### config.mk
export PLATFORM = sky130hd
export DESIGN_NAME = pipe_ctrl
export DESIGN_NICKNAME = d
export VERILOG_FILES = /design/src/rtl/pipe_ctrl.sv
export SDC_FILE = /design/constraint.sdc
export NUM_CORES = 1
export LEC_CHECK = 0
export CAP_MARGIN = 40
export CORE_ASPECT_RATIO = 1.25
export CORE_UTILIZATION = 39
export DETAILED_ROUTE_END_ITERATION = 16
export PLACE_DENSITY = 0.8
export SYNTH_ARGS = -nofsm -noshare
export SYNTH_HDL_FRONTEND = slang
export SYNTH_SLANG_ARGS = --single-unit
### constraint.sdc
create_clock -name clk -period 1.7 [get_ports clk]
set_clock_uncertainty 0.15 [all_clocks]
set_input_delay 0.34 -clock clk [delete_from_list [all_inputs] [get_ports clk]]
set_output_delay 0.34 -clock clk [all_outputs]
set_load 0.01 [all_outputs]
### src/rtl/pipe_ctrl.sv
// Central pipeline sequencer: merges stage stall requests, tracks multi-cycle EX ops,
// and issues flush/redirect on MEM exceptions.
module pipe_ctrl #(
    parameter int CNT_W = 6,
    parameter int PC_W  = 32
) (
    input  logic             clk,
    input  logic             rst,
    input  logic             stallreq_if,
    input  logic             stallreq_id,
    input  logic             stallreq_mem,
    input  logic             ex_mc_start,
    input  logic [CNT_W-1:0] ex_mc_cycles,
    input  logic             ex_mc_cancel,
    input  logic             excp_req,
    input  logic [PC_W-1:0]  excp_pc,
    output logic [5:0]       stall,
    output logic             flush,
    output logic [PC_W-1:0]  new_pc,
    output logic             ex_mc_busy,
    output logic             ex_mc_done
);

    typedef enum logic [1:0] {
        IDLE  = 2'd0,
        BUSY  = 2'd1,
        DONE  = 2'd2,
        FLUSH = 2'd3
    } state_t;

    localparam logic [5:0] STALL_IF  = 6'b000011;
    localparam logic [5:0] STALL_ID  = 6'b000111;
    localparam logic [5:0] STALL_EX  = 6'b001111;
    localparam logic [5:0] STALL_MEM = 6'b011111;

    state_t           state, state_d;
    logic [CNT_W-1:0] cnt, cnt_d;
    logic [PC_W-1:0]  pc_q, pc_d;
    logic [CNT_W-1:0] start_cnt;
    logic             ex_req;

    // Zero-length ops are resolved to one cycle, so the counter starts at len-1.
    assign start_cnt = (ex_mc_cycles == '0) ? '0 : ex_mc_cycles - 1'b1;

    always_ff @(posedge clk) begin
        if (rst) begin
            state <= IDLE;
            cnt   <= '0;
            pc_q  <= '0;
        end else begin
            state <= state_d;
            cnt   <= cnt_d;
            pc_q  <= pc_d;
        end
    end

    always_comb begin
        state_d = state;
        cnt_d   = cnt;
        pc_d    = pc_q;
        unique case (state)
            IDLE: begin
                if (excp_req) begin
                    state_d = FLUSH;
                    pc_d    = excp_pc;
                end else if (ex_mc_start) begin
                    cnt_d   = start_cnt;
                    state_d = (start_cnt == '0) ? DONE : BUSY;
                end
            end
            BUSY: begin
                cnt_d = cnt - 1'b1;
                if (excp_req) begin
                    state_d = FLUSH;
                    pc_d    = excp_pc;
                    cnt_d   = '0;
                end else if (ex_mc_cancel) begin
                    state_d = IDLE;
                    cnt_d   = '0;
                end else if (cnt == CNT_W'(1)) begin
                    state_d = DONE;
                end
            end
            DONE: begin
                if (excp_req) begin
                    state_d = FLUSH;
                    pc_d    = excp_pc;
                end else if (!stallreq_mem) begin
                    state_d = IDLE;
                end
            end
            FLUSH: begin
                if (excp_req) begin
                    pc_d = excp_pc;
                end else begin
                    state_d = IDLE;
                end
            end
            default: state_d = IDLE;
        endcase
    end

    assign ex_req = ((state == IDLE) && ex_mc_start && !excp_req) || (state == BUSY);

    always_comb begin
        stall = '0;
        if (stallreq_if)  stall = stall | STALL_IF;
        if (stallreq_id)  stall = stall | STALL_ID;
        if (ex_req)       stall = stall | STALL_EX;
        if (stallreq_mem) stall = stall | STALL_MEM;
        if (rst || excp_req || (state == FLUSH)) stall = '0;
    end

    // Outputs are forced low during reset, before the first reset edge has settled state.
    assign flush      = !rst && (state == FLUSH);
    assign new_pc     = rst ? '0 : pc_q;
    assign ex_mc_busy = !rst && (state == BUSY);
    assign ex_mc_done = !rst && (state == DONE);

endmodule

==> impl_metrics.py <==
metrics = {
    "run_status": {
        "status": "complete, but fails checks",
        "violations": "setup timing",
    },
    "timing": {
        "rsz0062_at_grt": "true",
        "clock.fmax_mhz": 544,
        "fin_ws_ps": -139,
        "fin_hold_ws_ps": 282,
        "final_hold_viol_count": 0,
        "setup_violations": 13,
        "fin_crit_sh": 1.08,
        "slew_violations": 0,
        "layout_min_cycle_time_ps": 1840,
    },
    "cts": {
        "cts_max_path_buffers": 2,
        "cts_buffers": 5,
        "root_buffer": "clkbuf_8",
        "htree_levels": 2,
        "clk_pin_slew_ps": 80,
        "clock_sinks": 40,
        "cts_tree": "built",
        "worstSkewPairLatency_ps": 290,
    },
    "logic_synthesis": {
        "yosys.area.top_type": "dfxtp_1",
        "synth-async-reset-ratio": 0,
        "synth_nets": 295,
        "ys_ff_latch": 40,
        "ys_seq_area_frac": 0.379,
        "syn_avg_cell_area_sq_um": 8.62,
        "syn_area_sq_mm": 0.00211,
        "synthCells": 245,
        "synth_top_area_frac": 0.379,
        "synth_ff_type": "dfxtp_1",
        "ys_types": 42,
        "synth_edf_count": 0,
        "yosysWarnings": 0,
        "synth_area_leaders": "dfxtp_1 (38%), mux2i_1 (16%), nor2b_1 (10%), nor2_1 (8.0%), ha_1 (2.4%)",
    },
    "worst_setup_path": {
        "crit_type": "reg2out",
        "cp_slowest_cell": "dfxtp_4",
        "r2r_slack_ps": -120,
        "cp_max_fo": 4,
        "worst_setup_path_end_kind": "output port",
        "path_cells": "a211oi_2 -> buf_4 -> o21a_1 -> a21o_1 -> buf_2",
        "arrival_ps": 1350,
        "critical-path-max-stage-delay_ps": 360,
        "cp_data_required_time_ps": 1210,
        "start_kind": "flip-flop",
    },
    "layout": {
        "layout.nets": 400,
        "diodes": 0,
        "drive_gt1_frac": 0.263,
        "final_util": 0.629,
        "fin_cells": 412,
        "area_growth_pct": 53.6,
    },
    "global_route": {
        "use_met2": 0.358,
        "grt_usage": 0.198,
        "met1_usage": 0.213,
        "use_met3": 0.0462,
        "grt_max_degree": 33,
        "grt_pass1_vias": 1929,
        "antenna_found_initial": 0,
        "gr-max-usage-layer": "met2",
        "grt_pass1_wl_microns": 8600,
        "grt_remaining_overflow": 0,
    },
    "placed_design": {
        "place_hpwl_microns": 4130,
        "dpl_worst_slack_ps": -853,
        "dp_cells": 403,
        "numPortBuffers": 85,
        "globalplace.congestion": 0.796,
    },
    "power": {
        "leakage_nw": 1.48,
        "irDropWorstVdd_v": 0.000370,
        "power.density_mw_per_mm2": 705,
    },
    "routing": {
        "wl_per_cell_microns": 13.5,
        "vias": 2018,
        "drcViolationCount": 0,
        "viasPerCell": 4.90,
        "antenna_left": 0,
        "dr.pass1.iters": 4,
        "wl_microns": 5570,
        "drt_first_iter_violations": 96,
    },
    "floorplanning": {
        "rows": 29,
        "die_area_sq_mm": 0.00571,
        "initial_core_util": 0.410,
        "num_io_pins": 87,
        "die_w_microns": 67.8,
        "coreArea_sq_mm": 0.00515,
        "fp.dieH_microns": 84.3,
    },
    "job": {
        "drv_cap": 0,
    },
    "min_path": {
        "hold_path.class": "in2reg",
    },
}
-- synth_stat cells (2+ instances only) --
| library cell | number |
|---|---|
| buf_4 | 2 |
| nor3_1 | 8 |
| nor2b_1 | 34 |
| nor3b_1 | 2 |
| o21ai_0 | 8 |
| inv_1 | 7 |
| or3_1 | 2 |
| nor2_1 | 45 |
| a21oi_1 | 6 |
| dfxtp_1 | 40 |
| o22ai_1 | 5 |
| a31oi_1 | 2 |
| nand2b_1 | 3 |
| buf_2 | 4 |
| nand2_1 | 3 |
| mux2i_1 | 33 |
| xnor2_1 | 2 |
| a21o_1 | 2 |
| a211oi_1 | 3 |
| ha_1 | 4 |
| clkbuf_1 | 8 |
| buf_6 | 2 |
-- path summary, 6_finish.rpt --
check,end,cells after the start,start
max,stall[2],5,state[1]
min,pc_q[3],3,rst
max reg2reg,cnt[1],7,state[1]
min reg2reg,pc_q[27],2,pc_q[27]
-- final cells by class --
type / instances / area (sq um)
clock buffers: 6 / 72.6
fillers: 444 / 1910
inverters: 7 / 26.3
flip-flops and latches: 40 / 808
repair buffers: 115 / 970
multi-input cells: 181 / 1280
clock inverters: 1 / 5.00
well taps: 62 / 77.6
-- placed cells by master, fill, tap and decap left out, types with 5 or more instances in the layout --
master,netlist,final
a21oi_1,6,5
dlygate4sd2_1,0,10
mux2i_1,33,32
o21ai_0,8,6
clkbuf_8,0,5
clkbuf_2,0,19
clkdlybuf4s15_1,0,8
clkdlybuf4s50_1,0,34
inv_1,7,5
buf_2,4,10
dfxtp_1,40,38
nor3_1,8,6
nor2b_1,34,33
nor2_1,45,43
buf_4,2,24
-- per-layer routing --
metal | up-vias | routed length [microns]
met5 | - | 0
met4 | 0 | 108
li1 | 1031 | -
met3 | 8 | 259
met1 | 930 | 2270
met2 | 49 | 2940
-- timing repair --
item                                   4_1_cts  5_1_grt
hold buffers                                 0        0
setup buffers                                1        1
setup endpoints to repair                   46       41
endpoints found under the hold margin        0        0
pin swaps                                   13        8
resized for setup                           98       60
-- critical path, delay by kind of cell (launching register included) --
| family | cells | cell delay [ps] |
|---|---|---|
| AOI/OAI and AO/OA | 3 | 420 |
| buffers and inverters | 2 | 280 |
| DFF | 1 | 360 |
-- flip-flops by register name (all words and copies together), names as in the netlist --
| signal | flops |
|---|---|
| cnt | 6 |
| pc_q | 32 |
| state | 2 |
-- stage by stage --
stage          instance area, sq um  total power, W  setup TNS [ps]
2_1_floorplan                  2120         0.00139               0
3_3_place_gp                   3180         0.00168          -14690
3_5_place_dp                   3180         0.00170          -15290
4_1_cts                        3250         0.00228            -500
5_1_grt                        3240         0.00241           -1920
6_report                       3240         0.00229            -927
-- power breakdown --
group | internal, W | leakage [nW] | switching (W)
clock network | 0.000279 | 0.0410 | 0.000315
registers | 0.00100 | 0.331 | 0.0000495
logic | 0.000348 | 1.11 | 0.000290
total | 0.00163 | 1.48 | 0.000655
-- cell families after synthesis --
family | synth area share
buffers and inverters | 0.0557
multiplexers | 0.156
other | 0.00178
AND/OR/NAND/NOR | 0.270
XOR/XNOR | 0.00830
adder cells (fa/ha/maj) | 0.0237
AO/OA/AOI/OAI | 0.104
flip-flops | 0.379
Power figures use the tool's default switching activity.
